<file path="src/rtl/lsu_mem_ctrl.sv">
// Load/store unit between execute and the data memory port: size/sign decode,
// lane alignment, request/valid handshake with timeout, and load extension.
module lsu_mem_ctrl #(
  parameter int unsigned DATA_W  = 32,
  parameter int unsigned ADDR_W  = 32,
  parameter int unsigned TIMEOUT = 15
) (
  input  logic                  clk,
  input  logic                  rst,
  input  logic                  req_valid,
  output logic                  req_ready,
  input  logic                  req_we,
  input  logic [2:0]            req_funct3,
  input  logic [ADDR_W-1:0]     req_addr,
  input  logic [DATA_W-1:0]     req_wdata,
  output logic                  stall,
  output logic                  rsp_valid,
  output logic [DATA_W-1:0]     rsp_rdata,
  output logic [1:0]            rsp_err,
  output logic                  mem_req,
  output logic                  mem_we,
  output logic [ADDR_W-1:0]     mem_addr,
  output logic [DATA_W/8-1:0]   mem_mask,
  output logic [DATA_W-1:0]     mem_wdata,
  input  logic                  mem_valid,
  input  logic [DATA_W-1:0]     mem_rdata
);

  localparam int unsigned BYTES   = DATA_W / 8;
  localparam int unsigned OFF_W   = $clog2(BYTES);
  localparam int unsigned CNT_W   = (TIMEOUT > 0) ? $clog2(TIMEOUT + 1) : 1;
  localparam int unsigned TO_LAST = (TIMEOUT > 0) ? TIMEOUT - 1 : 0;

  typedef enum logic [1:0] {
    IDLE,
    BUSY,
    RESP
  } state_t;

  state_t            state;
  logic [1:0]        sz_q;
  logic              uns_q;
  logic              we_q;
  logic [OFF_W-1:0]  off_q;
  logic [CNT_W-1:0]  cnt;

  assign req_ready = (state == IDLE);
  assign stall     = (state != IDLE);

  logic              a_illegal;
  logic              a_misal;
  logic [BYTES-1:0]  a_mask;
  logic [DATA_W-1:0] a_wdata;

  always_comb begin
    int unsigned nb;
    int unsigned offi;
    nb        = 32'd1 << req_funct3[1:0];
    offi      = 32'(req_addr[OFF_W-1:0]);
    a_illegal = (req_funct3 == 3'b111) ||
                ((DATA_W == 32) && ((req_funct3 == 3'b011) || (req_funct3 == 3'b110)));
    a_misal   = (offi & (nb - 1)) != 0;
    a_mask    = '0;
    for (int unsigned i = 0; i < BYTES; i++) begin
      a_mask[i] = (i >= offi) && (i < offi + nb);
    end
    a_wdata   = req_wdata << (8 * offi);
  end

  // Shift the addressed lanes down, then fill above the access size with the
  // sign of its top byte (or zeros for the unsigned variants).
  logic [DATA_W-1:0] ld_ext;

  always_comb begin
    int unsigned       nb;
    logic [DATA_W-1:0] shifted;
    logic [7:0]        lane;
    logic              sign;
    nb      = 32'd1 << sz_q;
    shifted = mem_rdata >> (8 * 32'(off_q));
    sign    = 1'b0;
    lane    = '0;
    ld_ext  = '0;
    for (int unsigned i = 0; i < BYTES; i++) begin
      lane = shifted[8*i +: 8];
      if (i + 1 == nb) sign = lane[7] & ~uns_q;
    end
    for (int unsigned i = 0; i < BYTES; i++) begin
      ld_ext[8*i +: 8] = (i < nb) ? shifted[8*i +: 8] : {8{sign}};
    end
  end

  always_ff @(posedge clk or negedge rst) begin
    if (!rst) begin
      state     <= IDLE;
      sz_q      <= '0;
      uns_q     <= 1'b0;
      we_q      <= 1'b0;
      off_q     <= '0;
      cnt       <= '0;
      rsp_valid <= 1'b0;
      rsp_rdata <= '0;
      rsp_err   <= '0;
      mem_req   <= 1'b0;
      mem_we    <= 1'b0;
      mem_addr  <= '0;
      mem_mask  <= '0;
      mem_wdata <= '0;
    end else begin
      case (state)
        IDLE: begin
          if (req_valid) begin
            if (a_illegal) begin
              state     <= RESP;
              rsp_valid <= 1'b1;
              rsp_err   <= 2'b10;
              rsp_rdata <= '0;
            end else if (a_misal) begin
              state     <= RESP;
              rsp_valid <= 1'b1;
              rsp_err   <= 2'b01;
              rsp_rdata <= '0;
            end else begin
              state     <= BUSY;
              sz_q      <= req_funct3[1:0];
              uns_q     <= req_funct3[2];
              we_q      <= req_we;
              off_q     <= req_addr[OFF_W-1:0];
              cnt       <= '0;
              mem_req   <= 1'b1;
              mem_we    <= req_we;
              mem_addr  <= {req_addr[ADDR_W-1:OFF_W], {OFF_W{1'b0}}};
              mem_mask  <= a_mask;
              mem_wdata <= a_wdata;
            end
          end
        end
        BUSY: begin
          // A response in the last counted cycle wins over the timeout.
          if (mem_valid || ((TIMEOUT != 0) && (cnt == CNT_W'(TO_LAST)))) begin
            state     <= RESP;
            rsp_valid <= 1'b1;
            rsp_err   <= mem_valid ? 2'b00 : 2'b11;
            rsp_rdata <= (mem_valid && !we_q) ? ld_ext : '0;
            mem_req   <= 1'b0;
            mem_we    <= 1'b0;
            mem_addr  <= '0;
            mem_mask  <= '0;
            mem_wdata <= '0;
          end else begin
            cnt <= cnt + 1'b1;
          end
        end
        RESP: begin
          state     <= IDLE;
          rsp_valid <= 1'b0;
          rsp_err   <= '0;
          rsp_rdata <= '0;
        end
        default: state <= IDLE;
      endcase
    end
  end

endmodule

</file>
<file path="config.mk">
export PLATFORM = sky130hd
export DESIGN_NAME = lsu_mem_ctrl
export DESIGN_NICKNAME = d
export VERILOG_FILES = /design/src/rtl/lsu_mem_ctrl.sv
export SDC_FILE = /design/constraint.sdc
export NUM_CORES = 1
export LEC_CHECK = 0
export ABC_CLOCK_PERIOD_IN_PS = 2700
export CAP_MARGIN = 20
export CORE_UTILIZATION = 46
export CTS_BUF_LIST = sky130_fd_sc_hd__clkbuf_8
export DETAILED_ROUTE_END_ITERATION = 10
export PLACE_DENSITY_LB_ADDON = 0.25
export SLEW_MARGIN = 20
export SYNTH_ARGS = -nofsm -noshare
export SYNTH_HDL_FRONTEND = slang
export SYNTH_SLANG_ARGS = --single-unit
</file>
<file path="constraint.sdc">
create_clock -name clk -period 2.7 [get_ports clk]
set_input_delay 0.54 -clock clk [delete_from_list [all_inputs] [get_ports clk]]
set_output_delay 0.54 -clock clk [all_outputs]
set_load 0.05 [all_outputs]
</file>
Word-level counts from Yosys, hierarchy flattened. Index checks and enable logic that the tools add are counted.

$add $sub $neg: 3. $mul: 0. Divide/modulo/power cells: 0. $lt $le $gt $ge: 11. Equality and inequality tests: 16. Shift-type cells: 4. Muxes and demuxes: 58. Bitwise operators: 8. Reductions and logical operators: 18.

Operator list (count): $mux W32 (12); $lt A1 B32 Y1 const A (4); $lt A2 B32 Y1 const A (4); $pmux W32 S2 (2); $pmux W32 S3 (1); $eq A2 B32 Y1 const A (2); $shl A1 B2 Y32 const A (2); $add A2 B32 Y32 (1); $and A2 B32 Y32 (1); $eq A1 B32 Y1 const A (1); $eq A3 B32 Y1 const A (1); $mux W4 (8); $mux W8 (4); $reduce_bool A32 Y1 (1); $shl A32 B5 Y32 (1); $shr A32 B5 Y32 (1); $sub A32 B1 Y32 const B (1); $mux W2 (9); $pmux W4 S2 (2); $mux W1 (15); $ne A2 B2 Y1 const B (5); $reduce_and A5 Y1 (2); $reduce_and A4 Y1 (2); $eq A3 B3 Y1 const B (2); 21 further kinds (34).

Register bits after elaboration: 117. Latch bits: 0. RAM bits: 0. Bits in read-only memories: 0. Output and inout port bits: 107. Logic and storage cells: 132. Memories: 0.

Logic depth before layout (Yosys ltp). Gate-level depths: netlist (run 1).

Depth in word-level cells: 10. Gate-level depth with buffers: 10. Gate-level depth less buffers: 8.

Worst setup path after synthesis (run 1). No wires, ideal clock.

Path type: flip-flop to flip-flop. From: register state[0]. To: register mem_mask[2]. Library setup time: 68 ps. Arrival: 2300 ps. Data required time: 2632 ps. Slack: 332 ps. Stages on the path, launching flop included: 7. Clock period less this slack: 2368 ps. Path through: dfrtp_1 > inv_1 > ha_1 > inv_1 > nor3_1 > buf_2 > a32o_1.

Cells in the longest elaborated chain, start to end: 3.

RTL lines: start: declaration (RTL line 40) `state_t state;`; start signal: assignment (RTL line 95) `state <= IDLE;`; start signal: assignment (RTL line 114) `state <= RESP;`; start signal: assignment (RTL line 119) `state <= RESP;`; $logic_not A2 Y1 (*); net req_ready (RTL line 11) `output logic req_ready,`; $ne A2 B2 Y1 (no line) or $reduce_bool A2 Y1 (tied branches); $reduce_and A5 Y1 (no line); end signal: assignment (RTL line 133) `mem_mask <= a_mask;`; end: declaration (RTL line 23) `output logic [DATA_W/8-1:0] mem_mask,`.

Mark *: on every way through the listed nets, which the timed path passes. The rest lies on a longest branch. A chain may end at the register's enable or synchronous reset.

Worst setup path after layout (run 1).
From: register state[0]. To: output port stall.

Cells in the longest elaborated chain, start to end: 1.

RTL lines: $reduce_bool A2 Y1 (RTL line 48) `assign stall = (state != IDLE);`; end: declaration (RTL line 16) `output logic stall,`.

No other way between the ends.

==> results of run 1 <==
==> worst reg2reg max path, cell delays in order, from the launching register on <==
cell	delay (ns)
sky130_fd_sc_hd__dfrtp_1	0.41
sky130_fd_sc_hd__inv_1	0.10
sky130_fd_sc_hd__ha_1	0.31
sky130_fd_sc_hd__a21boi_0	0.18
sky130_fd_sc_hd__o22a_4	0.28
sky130_fd_sc_hd__nor4_2	0.73
sky130_fd_sc_hd__a221o_1	0.28
==> metal layers <==
metal	wire length, um	part of all wire, %
met1	6830	43
met2	7660	48
met3	1170	7.3
met4	393	2.4
met5	0	0
==> area by class of cell <==
cell class	count	area share, %
flip-flops and latches	115	34.7
multi-input cells	316	30.2
repair buffers	229	27.5
clock buffers	18	2.98
well taps	147	2.22
clock inverters	14	1.87
inverters	14	0.633
==> cells in the mapped netlist (2+ instances only) <==
library cell	count	area share [%]
sky130_fd_sc_hd__o31ai_1	3	0.40
sky130_fd_sc_hd__or4_1	2	0.27
sky130_fd_sc_hd__ha_1	9	2.0
sky130_fd_sc_hd__nor2_1	14	0.93
sky130_fd_sc_hd__a221o_1	16	2.8
sky130_fd_sc_hd__a21o_1	3	0.40
sky130_fd_sc_hd__nor3_1	4	0.36
sky130_fd_sc_hd__a32o_1	9	1.6
sky130_fd_sc_hd__nand2b_1	4	0.44
sky130_fd_sc_hd__buf_6	5	1.0
sky130_fd_sc_hd__nand2_1	33	2.2
sky130_fd_sc_hd__mux2_2	16	3.2
sky130_fd_sc_hd__a21oi_1	14	1.2
sky130_fd_sc_hd__inv_1	12	0.80
sky130_fd_sc_hd__dfrtp_1	115	51
sky130_fd_sc_hd__clkbuf_1	10	0.67
sky130_fd_sc_hd__o41ai_2	7	2.0
sky130_fd_sc_hd__a22o_1	56	8.7
sky130_fd_sc_hd__nand3_1	3	0.27
sky130_fd_sc_hd__or2_2	2	0.22
sky130_fd_sc_hd__o2bb2ai_1	10	1.6
sky130_fd_sc_hd__a211oi_1	9	1.2
sky130_fd_sc_hd__mux2i_1	32	5.7
sky130_fd_sc_hd__o21ai_0	32	2.8
sky130_fd_sc_hd__nor2b_1	14	1.6
sky130_fd_sc_hd__o22a_1	2	0.31
sky130_fd_sc_hd__buf_2	18	1.6
sky130_fd_sc_hd__buf_4	3	0.40
==> through the flow <==
step                      total power (uW)  setup WS (ns)  hold WS [ns]
after floorplan                       6030          0.332         0.244
after global placement                7670        0.00713         0.461
after detailed placement              7730         -0.109         0.467
after CTS                             9390          0.189         0.200
after global routing                  9810         0.0895         0.223
final                                 9350          0.213         0.173
==> sequential cells by signal, summed over array words and instances (netlist names) <==
name       cells
mem_addr      30
mem_mask       4
cnt            4
mem_req        1
rsp_valid      1
sz_q           2
off_q          2
rsp_err        2
we_q           1
mem_we         1
uns_q          1
rsp_rdata     32
mem_wdata     32
state          2
==> power breakdown <==
part	total (uW)	leakage (uW)	internal [uW]	switching, uW
combinational	5030	0.00194	1850	3180
sequential	2700	0.00152	2290	408
clock	1620	0.000188	853	770
==> logic make-up after synthesis <==
logic type | Yosys count
AO/OA/AOI/OAI | 169
flip-flops | 115
AND/OR/NAND/NOR | 85
buffers and inverters | 51
multiplexers | 49
adder cells (fa/ha/maj) | 10
other | 1
XOR/XNOR | 1
==> repair_timing <==
item	CTS	global route
setup endpoints to repair	2	0
endpoints found under the hold margin	0	0
resized for setup	2	0
==> worst min-delay path by stage <==
stage,start,cells after the start,end
3_5_place_dp,mem_mask[1]$_DFFE_PN0P_,1,mem_mask[1]$_DFFE_PN0P_
6_report,rst,2,cnt[2]$_DFFE_PN0P_
2_1_floorplan,rst,0,cnt[0]$_DFFE_PN0P_
5_1_grt,rst,2,rsp_rdata[12]$_DFFE_PN0P_
4_1_cts,rst,2,cnt[0]$_DFFE_PN0P_
3_3_place_gp,mem_mask[0]$_DFFE_PN0P_,1,mem_mask[0]$_DFFE_PN0P_
==> flow_results.xml, run 1 <==
<?xml version="1.0" encoding="UTF-8"?>
<metrics>
  <group name="sta">
    <metric name="timing_worst_slew_pin_value" unit="ns">0.880</metric>
    <metric name="grt_setup_unrepaired" unit="">no</metric>
    <metric name="timing_hold_violations_final" unit="">0</metric>
    <metric name="slew-limit-headroom" unit="%">41.3</metric>
    <metric name="timing.setup.tns" unit="ns">0</metric>
    <metric name="max_freq" unit="GHz">0.402</metric>
    <metric name="timing.clock.skew" unit="ns">0.0160</metric>
    <metric name="pins_over_their_slew_limit" unit="">0</metric>
    <metric name="period_minus_slack" unit="ns">2.49</metric>
    <metric name="setup_viol_count_final" unit="">0</metric>
    <metric name="final.period_utilization" unit="%">92.1</metric>
  </group>
  <group name="drt">
    <metric name="post_drt_wl_per_cell" unit="um">18.8</metric>
    <metric name="wl" unit="um">16100</metric>
    <metric name="ant_nets" unit="">0</metric>
    <metric name="vias_per_cell" unit="">5.73</metric>
    <metric name="routed-via-count" unit="">4890</metric>
    <metric name="dr.pass1.iters" unit="">5</metric>
    <metric name="drt-initial-drc-count" unit="">238</metric>
    <metric name="number_of_drc_violations_after_detailed_routing" unit="">0</metric>
  </group>
  <group name="min_path">
    <metric name="worst_hold_path_type" unit="">in -&gt; async</metric>
  </group>
  <group name="cts">
    <metric name="numCtsBuffers" unit="">17</metric>
    <metric name="clock_tree.htree_level_count" unit="">4</metric>
    <metric name="cts_sinks" unit="">115</metric>
    <metric name="cts_tree" unit="">built</metric>
    <metric name="clock_latency" unit="ns">0.45</metric>
    <metric name="cts.hold.buffers_added" unit="">0</metric>
    <metric name="root_buffer" unit="">sky130_fd_sc_hd__clkbuf_8</metric>
    <metric name="cts_setup_buffers" unit="">0</metric>
    <metric name="clk_transition_reported_paths" unit="ns">0.07</metric>
    <metric name="ctsLongestPathBuffers" unit="">2</metric>
  </group>
  <group name="finish">
    <metric name="layout-area-overhead-vs-synth" unit="%">47.5</metric>
    <metric name="layout_commonest_cell" unit="">sky130_fd_sc_hd__clkdlybuf4s50_1</metric>
    <metric name="finish.utilization" unit="%">69.4</metric>
    <metric name="post_layout_nonfiller_instances" unit="">853</metric>
    <metric name="n_fill_cell" unit="">873</metric>
    <metric name="most-common-layout-cells" unit="">sky130_fd_sc_hd__clkdlybuf4s50_1 (204), sky130_fd_sc_hd__dfrtp_1 (115), sky130_fd_sc_hd__a22o_1 (56), sky130_fd_sc_hd__nand2_1 (33)</metric>
    <metric name="design_area" unit="um^2">8300</metric>
    <metric name="multi_input_comb_area" unit="um^2">2500</metric>
    <metric name="antennaDiodeCount" unit="">0</metric>
    <metric name="ff_latch_area" unit="um^2">2880</metric>
    <metric name="fraction_of_final_layout_cells_with_drive_strength_greater_than_1" unit="%">12.6</metric>
    <metric name="fin_nets" unit="">807</metric>
  </group>
  <group name="place">
    <metric name="placedCellCount" unit="">821</metric>
    <metric name="dpl_cell_area" unit="um^2">7900</metric>
    <metric name="finalWeightedCongestion" unit="">0.837</metric>
    <metric name="numPortBuffers" unit="">208</metric>
    <metric name="detailed_place_hpwl" unit="um">11500</metric>
  </group>
  <group name="yosys">
    <metric name="synth_cells" unit="">481</metric>
    <metric name="post_synth_edffs" unit="">0</metric>
    <metric name="netlist-cell-type-count" unit="">52</metric>
    <metric name="post_synth_mux_area_share" unit="%">9.14</metric>
    <metric name="area_share_of_fa_ha_maj_cells_after_synthesis" unit="%">2.36</metric>
    <metric name="synth_simple_gate_area_share" unit="%">7.42</metric>
    <metric name="async_reset_ff_share" unit="%">100</metric>
    <metric name="synth_seq_area_share" unit="%">51.1</metric>
    <metric name="synth-main-ff-cell" unit="">sky130_fd_sc_hd__dfrtp_1</metric>
    <metric name="share_of_the_synthesized_area_in_compound_gates_ao_oa_aoi_oai" unit="%">25.1</metric>
    <metric name="postSynthAreaPerCell" unit="um^2">11.7</metric>
    <metric name="yosys.area_share.xor_xnor" unit="%">0.156</metric>
    <metric name="synthesis.area" unit="um^2">5630</metric>
    <metric name="postSynthRegisterBits" unit="">115</metric>
    <metric name="combinational_family_with_the_most_area_after_synthesis" unit="">compound AO/OA/AOI/OAI gates</metric>
    <metric name="synth_warnings" unit="">0</metric>
  </group>
  <group name="critical_path">
    <metric name="cpMostUsedCell" unit="">sky130_fd_sc_hd__inv_1</metric>
    <metric name="worstPathArrival" unit="ns">1.95</metric>
    <metric name="timing.critical_path.cells" unit="">inv_1 -&gt; ha_1 -&gt; inv_1 -&gt; dlygate4sd2_1</metric>
    <metric name="capture_instance_of_the_worst_register_to_register_path" unit="">rsp_rdata[30]$_DFFE_PN0P_</metric>
    <metric name="slowest_delay" unit="ns">0.55</metric>
    <metric name="reg2reg_setup_slack" unit="ns">0.35</metric>
    <metric name="crit_buf_inv" unit="">3</metric>
    <metric name="rr_startpoint" unit="">state[0]$_DFFE_PN0P_</metric>
    <metric name="worst-endpoint-required" unit="ns">2.16</metric>
    <metric name="crit_cells" unit="">4</metric>
    <metric name="r2r.worst_path.cells" unit="">6</metric>
    <metric name="startpoint_type" unit="">flip-flop</metric>
    <metric name="crit_type" unit="">reg -&gt; out</metric>
    <metric name="crit_path_top_delay_cell" unit="">sky130_fd_sc_hd__dlygate4sd2_1</metric>
    <metric name="crit_fanout" unit="">8</metric>
    <metric name="crit_path_end" unit="">stall</metric>
    <metric name="critical-path-top-delay-family" unit="">buffers and inverters</metric>
    <metric name="cp-end-kind" unit="">output port</metric>
    <metric name="setup.worst_path.start" unit="">state[0]$_DFFE_PN0P_</metric>
  </group>
  <group name="power_and_ir_drop">
    <metric name="leakage" unit="uW">0.00364</metric>
    <metric name="max-vdd-ir-drop" unit="mV">0.879</metric>
    <metric name="p_per_area" unit="nW/um^2">1130</metric>
  </group>
  <group name="run">
    <metric name="drv.max_cap_violation_count" unit="">0</metric>
  </group>
  <group name="global_route">
    <metric name="wire_length_of_the_first_global_routing_pass" unit="um">26200</metric>
    <metric name="use_met2" unit="%">42.2</metric>
    <metric name="use_met3" unit="%">7.83</metric>
    <metric name="antenna_found_initial" unit="">0</metric>
    <metric name="gr-max-usage-layer" unit="">met2</metric>
    <metric name="largest_net_degree_at_the_start_of_global_routing" unit="">116</metric>
    <metric name="grt.total_usage" unit="%">26.7</metric>
    <metric name="first_global_vias" unit="">5034</metric>
    <metric name="global_route.overflow_total" unit="">0</metric>
    <metric name="globalRouteMet1Util" unit="%">34.2</metric>
  </group>
  <group name="floorplanning">
    <metric name="die-area" unit="um^2">12700</metric>
    <metric name="floorplan.io_pins" unit="">211</metric>
    <metric name="die_h" unit="um">113</metric>
    <metric name="core" unit="um^2">12000</metric>
    <metric name="effective_utilization_at_floorplan" unit="%">47.1</metric>
    <metric name="die_width" unit="um">113</metric>
    <metric name="row_count" unit="">40</metric>
  </group>
  <group name="run_status">
    <metric name="result_of_the_run" unit="">completed</metric>
  </group>
</metrics>
(Power assumes the default switching activity.)
==> run 2: changes to the inputs <==
- ABC_CLOCK_PERIOD_IN_PS: 2700 -> 2200
- CORE_UTILIZATION: 46 -> 42
- clock period: 2.7 -> 2.2 ns (I/O delays scaled with it)
==> run 2 against run 1 <==
Effect of this change:
- non-clock buffer count grew 20
- worst hold slack worse by 0.096 ns
- clock power rose by 31%
- combinational power is 27% higher
- routed wire length increased by 7.4%
- via count up 2.6%
- first-iteration DRC count is 39% higher
- critical path depth up 3
- utilization fell by 2.5 points
- register-to-register slack lost 0.24 ns
- sequential share of layout area is 1.1 points lower
- critical endpoint is now rsp_rdata[19]$_DFFE_PN0P_
==> flow_results.xml, run 2 (same netlist as run 1, synthesis figures left out) <==
<?xml version="1.0" encoding="UTF-8"?>
<metrics>
  <group name="finish">
    <metric name="fraction_of_final_layout_cells_with_drive_strength_greater_than_1" unit="%">16.0</metric>
    <metric name="layout-area-overhead-vs-synth" unit="%">52.3</metric>
    <metric name="ff_latch_area" unit="um^2">2880</metric>
    <metric name="design_area" unit="um^2">8570</metric>
    <metric name="n_fill_cell" unit="">1006</metric>
    <metric name="multi_input_comb_area" unit="um^2">2550</metric>
    <metric name="most-common-layout-cells" unit="">sky130_fd_sc_hd__clkdlybuf4s50_1 (201), sky130_fd_sc_hd__dfrtp_1 (115), sky130_fd_sc_hd__a22o_1 (56), sky130_fd_sc_hd__buf_4 (39), sky130_fd_sc_hd__nand2_1 (33)</metric>
    <metric name="post_layout_nonfiller_instances" unit="">897</metric>
    <metric name="layout_commonest_cell" unit="">sky130_fd_sc_hd__clkdlybuf4s50_1</metric>
    <metric name="fin_nets" unit="">827</metric>
    <metric name="biggestRegsByFlops" unit="">mem_wdata (32), rsp_rdata (32), mem_addr (30)</metric>
    <metric name="antennaDiodeCount" unit="">0</metric>
  </group>
  <group name="min_path">
    <metric name="worst_hold_path_type" unit="">in -&gt; async</metric>
  </group>
  <group name="global_route">
    <metric name="largest_net_degree_at_the_start_of_global_routing" unit="">116</metric>
    <metric name="antenna_found_initial" unit="">0</metric>
    <metric name="global_route.overflow_total" unit="">0</metric>
    <metric name="wire_length_of_the_first_global_routing_pass" unit="um">27700</metric>
    <metric name="first_global_vias" unit="">5234</metric>
    <metric name="grt.total_usage" unit="%">25.4</metric>
  </group>
  <group name="drt">
    <metric name="drt-initial-drc-count" unit="">331</metric>
    <metric name="vias_per_cell" unit="">5.60</metric>
    <metric name="ant_nets" unit="">0</metric>
    <metric name="post_drt_wl_per_cell" unit="um">19.2</metric>
    <metric name="routed-via-count" unit="">5019</metric>
    <metric name="dr.pass1.iters" unit="">5</metric>
    <metric name="number_of_drc_violations_after_detailed_routing" unit="">0</metric>
    <metric name="wl" unit="um">17200</metric>
  </group>
  <group name="power_and_ir_drop">
    <metric name="power.switching_fraction" unit="%">45.5</metric>
    <metric name="leakage" unit="uW">0.00381</metric>
    <metric name="power.switching" unit="uW">5380</metric>
    <metric name="cell_internal_pwr" unit="uW">6460</metric>
    <metric name="power.share.combinational" unit="%">53.9</metric>
    <metric name="power.share.sequential" unit="%">28.1</metric>
    <metric name="p_per_area" unit="nW/um^2">1380</metric>
    <metric name="max-vdd-ir-drop" unit="mV">0.903</metric>
    <metric name="p_clk_share" unit="%">18.0</metric>
  </group>
  <group name="critical_path">
    <metric name="timing.critical_path.cells" unit="">inv_1 -&gt; ha_2 -&gt; a21boi_0 -&gt; o22a_4 -&gt; or2_1 -&gt; buf_12 -&gt; a221o_1</metric>
    <metric name="crit_type" unit="">reg -&gt; reg</metric>
    <metric name="cp-end-kind" unit="">flip-flop</metric>
    <metric name="worstPathArrival" unit="ns">2.38</metric>
    <metric name="crit_path_top_delay_cell" unit="">sky130_fd_sc_hd__dfrtp_1</metric>
    <metric name="startpoint_type" unit="">flip-flop</metric>
    <metric name="worst-endpoint-required" unit="ns">2.49</metric>
    <metric name="slowest_delay" unit="ns">0.42</metric>
    <metric name="crit_fanout" unit="">30</metric>
  </group>
  <group name="cts">
    <metric name="ctsLongestPathBuffers" unit="">2</metric>
    <metric name="clk_transition_reported_paths" unit="ns">0.07</metric>
    <metric name="cts.hold.buffers_added" unit="">0</metric>
    <metric name="clock_latency" unit="ns">0.42</metric>
    <metric name="root_buffer" unit="">sky130_fd_sc_hd__clkbuf_8</metric>
    <metric name="cts_tree" unit="">built</metric>
    <metric name="clock_tree.htree_level_count" unit="">4</metric>
    <metric name="cts_sinks" unit="">115</metric>
    <metric name="numCtsBuffers" unit="">17</metric>
  </group>
  <group name="place">
    <metric name="dpl_cell_area" unit="um^2">8080</metric>
    <metric name="numPortBuffers" unit="">208</metric>
    <metric name="finalWeightedCongestion" unit="">0.840</metric>
    <metric name="placedCellCount" unit="">864</metric>
    <metric name="detailed_place_hpwl" unit="um">12300</metric>
  </group>
  <group name="floorplanning">
    <metric name="row_count" unit="">41</metric>
    <metric name="die_width" unit="um">118</metric>
    <metric name="core" unit="um^2">12800</metric>
    <metric name="die_h" unit="um">118</metric>
    <metric name="floorplan.io_pins" unit="">211</metric>
    <metric name="die-area" unit="um^2">13900</metric>
    <metric name="effective_utilization_at_floorplan" unit="%">43.9</metric>
  </group>
  <group name="sta">
    <metric name="timing.setup.tns" unit="ns">0</metric>
    <metric name="final.period_utilization" unit="%">94.9</metric>
    <metric name="slew-limit-headroom" unit="%">53.4</metric>
    <metric name="grt_setup_unrepaired" unit="">no</metric>
    <metric name="pins_over_their_slew_limit" unit="">0</metric>
    <metric name="max_freq" unit="GHz">0.479</metric>
    <metric name="period_minus_slack" unit="ns">2.09</metric>
    <metric name="setup_viol_count_final" unit="">0</metric>
    <metric name="timing_worst_slew_pin_value" unit="ns">0.696</metric>
    <metric name="timing_hold_violations_final" unit="">0</metric>
    <metric name="timing.clock.skew" unit="ns">0.0115</metric>
  </group>
  <group name="run_status">
    <metric name="result_of_the_run" unit="">completed</metric>
  </group>
  <group name="run">
    <metric name="drv.max_cap_violation_count" unit="">0</metric>
  </group>
</metrics>
run 2: critical path: cells and delay by family (launching register included):
| kind | cells | cell delay [ns] |
|---|---|---|
| buffers and inverters | 2 | 0.29 |
| AND/OR/NAND/NOR | 1 | 0.27 |
| AO/OA/AOI/OAI | 3 | 0.76 |
| flip-flops | 1 | 0.42 |
| adder cells (fa/ha/maj) | 1 | 0.20 |
run 2: through the flow:
stage | setup slack, ns | hold slack [ns] | total power [uW] | utilization, %
after detailed placement | -0.462 | 0.469 | 9670 | 63.0
after global routing | 0.0127 | 0.0865 | 12400 | 66.9
after global placement | -0.341 | 0.462 | 9570 | 63.0
after floorplan | 0.102 | 0.144 | 7400 | -
final | 0.112 | 0.0767 | 11800 | 66.9
after CTS | 0.000323 | 0.113 | 11900 | 66.3
run 2: final cells by class:
class	count	area share, %
Clock buffer	19	3.05
Inverter	14	0.613
Multi-Input combinational cell	316	29.7
Tap cell	172	2.51
Timing Repair Buffer	249	28.6
Sequential cell	115	33.6
Clock inverter	12	1.91
run 2: path summary, 6_finish.rpt:
| check | cells past startpoint | end | slack [ns] | start |
|---|---|---|---|---|
| worst max-delay path | 7 | rsp_rdata[19]$_DFFE_PN0P_ | 0.11 | state[0]$_DFFE_PN0P_ |
| worst min-delay path | 2 | sz_q[1]$_DFFE_PN0P_ | 0.08 | rst |
| worst max register to register | 7 | rsp_rdata[19]$_DFFE_PN0P_ | 0.11 | state[0]$_DFFE_PN0P_ |
| worst min register to register | 1 | mem_wdata[14]$_DFFE_PN0P_ | 0.50 | mem_wdata[14]$_DFFE_PN0P_ |
| max in group asynchronous | 2 | cnt[0]$_DFFE_PN0P_ | 1.61 | rst |
| min in group clk | 2 | off_q[0]$_DFFE_PN0P_ | 0.37 | req_addr[0] |
run 2: what timing repair did:
item | in CTS | in global routing
endpoints found under the setup margin | 0 | 27
resized for setup | 0 | 11
buffers inserted | 0 | 2
run 2: per-layer routing:
| layer | wire length [um] | vias up | GRT usage, % |
|---|---|---|---|
| li1 | - | 2274 | - |
| met2 | 8340 | 216 | 40.9 |
| met4 | 192 | 0 | 7.85 |
| met3 | 1480 | 12 | 9.01 |
| met1 | 7230 | 2517 | 32.0 |
| met5 | 0 | - | 0 |
run 2: power groups by stage:
stage          clock network [uW]  registers (uW)  logic, uW
2_1_floorplan                   0            5390       2020
3_3_place_gp                    0            3320       6250
3_5_place_dp                    0            3330       6340
4_1_cts                      2160            3330       6370
5_1_grt                      2260            3410       6680
6_report                     2130            3330       6380
==> run 3: changes to the inputs <==
- CORE_UTILIZATION: 42 -> 40
- CTS_BUF_LIST: sky130_fd_sc_hd__clkbuf_8 -> sky130_fd_sc_hd__clkbuf_8 sky130_fd_sc_hd__clkbuf_16
- RECOVER_POWER: not set -> 100
==> run 3 against run 2 <==
Effect of this change:
- clock-buffer cell count grew 7
- highest routed layer unchanged
- critical path type is now reg -> out
- setup slack lost 0.034 ns
- critical path depth shrank 6
- routed wire length grew 0.63%
==> flow_results.xml, run 3 (same netlist as run 1, synthesis figures left out) <==
<?xml version="1.0" encoding="UTF-8"?>
<metrics>
  <group name="drt">
    <metric name="ant_nets" unit="">0</metric>
    <metric name="number_of_drc_violations_after_detailed_routing" unit="">0</metric>
    <metric name="dr.pass1.iters" unit="">5</metric>
    <metric name="vias_per_cell" unit="">5.53</metric>
    <metric name="routed-via-count" unit="">5014</metric>
    <metric name="post_drt_wl_per_cell" unit="um">19.1</metric>
    <metric name="wl" unit="um">17300</metric>
    <metric name="drt-initial-drc-count" unit="">347</metric>
  </group>
  <group name="floorplanning">
    <metric name="floorplan.io_pins" unit="">211</metric>
    <metric name="die_h" unit="um">121</metric>
    <metric name="row_count" unit="">42</metric>
    <metric name="effective_utilization_at_floorplan" unit="%">41.7</metric>
    <metric name="die-area" unit="um^2">14600</metric>
    <metric name="die_width" unit="um">121</metric>
    <metric name="core" unit="um^2">13500</metric>
  </group>
  <group name="global_route">
    <metric name="grt.total_usage" unit="%">24.6</metric>
    <metric name="wire_length_of_the_first_global_routing_pass" unit="um">27400</metric>
    <metric name="largest_net_degree_at_the_start_of_global_routing" unit="">55</metric>
    <metric name="antenna_found_initial" unit="">0</metric>
    <metric name="global_route.overflow_total" unit="">0</metric>
    <metric name="first_global_vias" unit="">5253</metric>
  </group>
  <group name="finish">
    <metric name="layout-area-overhead-vs-synth" unit="%">54.4</metric>
    <metric name="most-common-layout-cells" unit="">sky130_fd_sc_hd__dfrtp_1 (115), sky130_fd_sc_hd__clkdlybuf4s50_1 (102), sky130_fd_sc_hd__dlygate4sd3_1 (101), sky130_fd_sc_hd__a22o_1 (56), sky130_fd_sc_hd__buf_4 (39)</metric>
    <metric name="multi_input_comb_area" unit="um^2">2500</metric>
    <metric name="post_layout_nonfiller_instances" unit="">907</metric>
    <metric name="n_fill_cell" unit="">1029</metric>
    <metric name="fraction_of_final_layout_cells_with_drive_strength_greater_than_1" unit="%">15.3</metric>
    <metric name="layout_commonest_cell" unit="">sky130_fd_sc_hd__dfrtp_1</metric>
    <metric name="biggestRegsByFlops" unit="">mem_wdata (32), rsp_rdata (32), mem_addr (30)</metric>
    <metric name="fin_nets" unit="">833</metric>
    <metric name="antennaDiodeCount" unit="">0</metric>
    <metric name="ff_latch_area" unit="um^2">2880</metric>
    <metric name="finish.utilization" unit="%">64.3</metric>
  </group>
  <group name="power_and_ir_drop">
    <metric name="leakage" unit="uW">0.00409</metric>
    <metric name="p_per_area" unit="nW/um^2">1390</metric>
    <metric name="max-vdd-ir-drop" unit="mV">0.863</metric>
  </group>
  <group name="run">
    <metric name="drv.max_cap_violation_count" unit="">0</metric>
  </group>
  <group name="cts">
    <metric name="ctsLongestPathBuffers" unit="">2</metric>
    <metric name="cts.hold.buffers_added" unit="">0</metric>
    <metric name="clk_transition_reported_paths" unit="ns">0.05</metric>
    <metric name="cts_sinks" unit="">115</metric>
    <metric name="clock_tree.htree_level_count" unit="">4</metric>
    <metric name="numCtsBuffers" unit="">17</metric>
    <metric name="root_buffer" unit="">sky130_fd_sc_hd__clkbuf_16</metric>
    <metric name="clock_latency" unit="ns">0.41</metric>
    <metric name="cts_tree" unit="">built</metric>
  </group>
  <group name="critical_path">
    <metric name="crit_path_top_delay_cell" unit="">sky130_fd_sc_hd__dlygate4sd3_1</metric>
    <metric name="slowest_delay" unit="ns">0.89</metric>
    <metric name="crit_path_end" unit="">rsp_rdata[17]</metric>
    <metric name="setup.worst_path.start" unit="">rsp_rdata[17]$_DFFE_PN0P_</metric>
    <metric name="crit_cells" unit="">1</metric>
    <metric name="worstPathArrival" unit="ns">1.68</metric>
    <metric name="critical-path-top-delay-family" unit="">buffers and inverters</metric>
    <metric name="startpoint_type" unit="">flip-flop</metric>
    <metric name="worst-endpoint-required" unit="ns">1.76</metric>
    <metric name="rr_startpoint" unit="">state[1]$_DFFE_PN0P_</metric>
    <metric name="crit_buf_inv" unit="">1</metric>
    <metric name="crit_type" unit="">reg -&gt; out</metric>
    <metric name="capture_instance_of_the_worst_register_to_register_path" unit="">cnt[3]$_DFFE_PN0P_</metric>
    <metric name="r2r.worst_path.cells" unit="">7</metric>
    <metric name="crit_fanout" unit="">2</metric>
    <metric name="reg2reg_setup_slack" unit="ns">0.11</metric>
    <metric name="cp-end-kind" unit="">output port</metric>
    <metric name="timing.critical_path.cells" unit="">dlygate4sd3_1</metric>
  </group>
  <group name="place">
    <metric name="placedCellCount" unit="">873</metric>
    <metric name="finalWeightedCongestion" unit="">0.877</metric>
    <metric name="detailed_place_hpwl" unit="um">12600</metric>
    <metric name="numPortBuffers" unit="">208</metric>
  </group>
  <group name="sta">
    <metric name="setup_viol_count_final" unit="">0</metric>
    <metric name="grt_setup_unrepaired" unit="">no</metric>
    <metric name="timing_hold_violations_final" unit="">0</metric>
    <metric name="max_freq" unit="GHz">0.471</metric>
    <metric name="final.period_utilization" unit="%">96.4</metric>
    <metric name="timing_worst_slew_pin_value" unit="ns">1.02</metric>
    <metric name="period_minus_slack" unit="ns">2.12</metric>
    <metric name="pins_over_their_slew_limit" unit="">0</metric>
    <metric name="timing.setup.tns" unit="ns">0</metric>
    <metric name="slew-limit-headroom" unit="%">32.0</metric>
    <metric name="timing.clock.skew" unit="ns">0.00580</metric>
  </group>
  <group name="run_status">
    <metric name="result_of_the_run" unit="">completed</metric>
  </group>
  <group name="min_path">
    <metric name="worst_hold_path_type" unit="">in -&gt; async</metric>
  </group>
</metrics>
run 3: through the flow:
stage	cell area [um^2]	setup slack (ns)	total power [uW]	hold slack, ns
global route	8690	0.00294	12600	0.266
detailed placement	8120	-0.472	9700	0.458
floorplan	5640	0.102	7400	0.144
finish	8690	0.0783	12100	0.203
global placement	8120	-0.388	9610	0.462
CTS	8690	-0.0328	12400	0.0235
run 3: per-layer routing:
metal / vias up / part of all wire (%) / track usage (%)
met5: - / 0 / 0
met4: 0 / 1.9 / 10.4
met3: 28 / 7.3 / 7.17
met2: 219 / 48 / 39.3
met1: 2477 / 43 / 31.2
li1: 2290 / - / -
run 3: what timing repair did:
| item | in CTS | in global routing |
|---|---|---|
| gates cloned | 0 | 0 |
| endpoints found under the hold margin | 0 | 0 |
| setup endpoints to repair | 15 | 28 |
| gates resized for setup | 0 | 6 |
| pin swaps | 0 | 2 |
| buffers inserted | 0 | 3 |
run 3: worst min path at each step:
stage | startpoint | endpoint | slack [ns]
detailed placement | rst | mem_wdata[21]$_DFFE_PN0P_ | 0.46
global placement | rst | mem_wdata[21]$_DFFE_PN0P_ | 0.46
finish | rst | mem_wdata[21]$_DFFE_PN0P_ | 0.20
global route | rst | mem_wdata[21]$_DFFE_PN0P_ | 0.27
floorplan | rst | cnt[0]$_DFFE_PN0P_ | 0.14
CTS | rst | mem_wdata[21]$_DFFE_PN0P_ | 0.02
run 3: worst register-to-register path: stages (launching register included):
cell	delay [ns]
sky130_fd_sc_hd__dfrtp_1	0.44
sky130_fd_sc_hd__inv_1	0.12
sky130_fd_sc_hd__ha_2	0.25
sky130_fd_sc_hd__nor2b_1	0.20
sky130_fd_sc_hd__buf_4	0.15
sky130_fd_sc_hd__a21oi_1	0.14
sky130_fd_sc_hd__or4_1	0.51
sky130_fd_sc_hd__a21oi_1	0.19
run 3: power by group:
| group | leakage [uW] | switching (uW) | total (uW) | internal, uW |
|---|---|---|---|---|
| sequential | 0.00152 | 474 | 3290 | 2820 |
| combinational | 0.00228 | 4020 | 6190 | 2180 |
| clock | 0.000294 | 919 | 2610 | 1690 |
run 3: layout make-up:
type	instances	area share [%]
inverter	14	0.605
clock inverter	5	0.274
sequential	115	33.1
clock buffer	26	6.32
multi-input combinational	316	28.8
timing repair buffer	255	28.4
tap	176	2.53
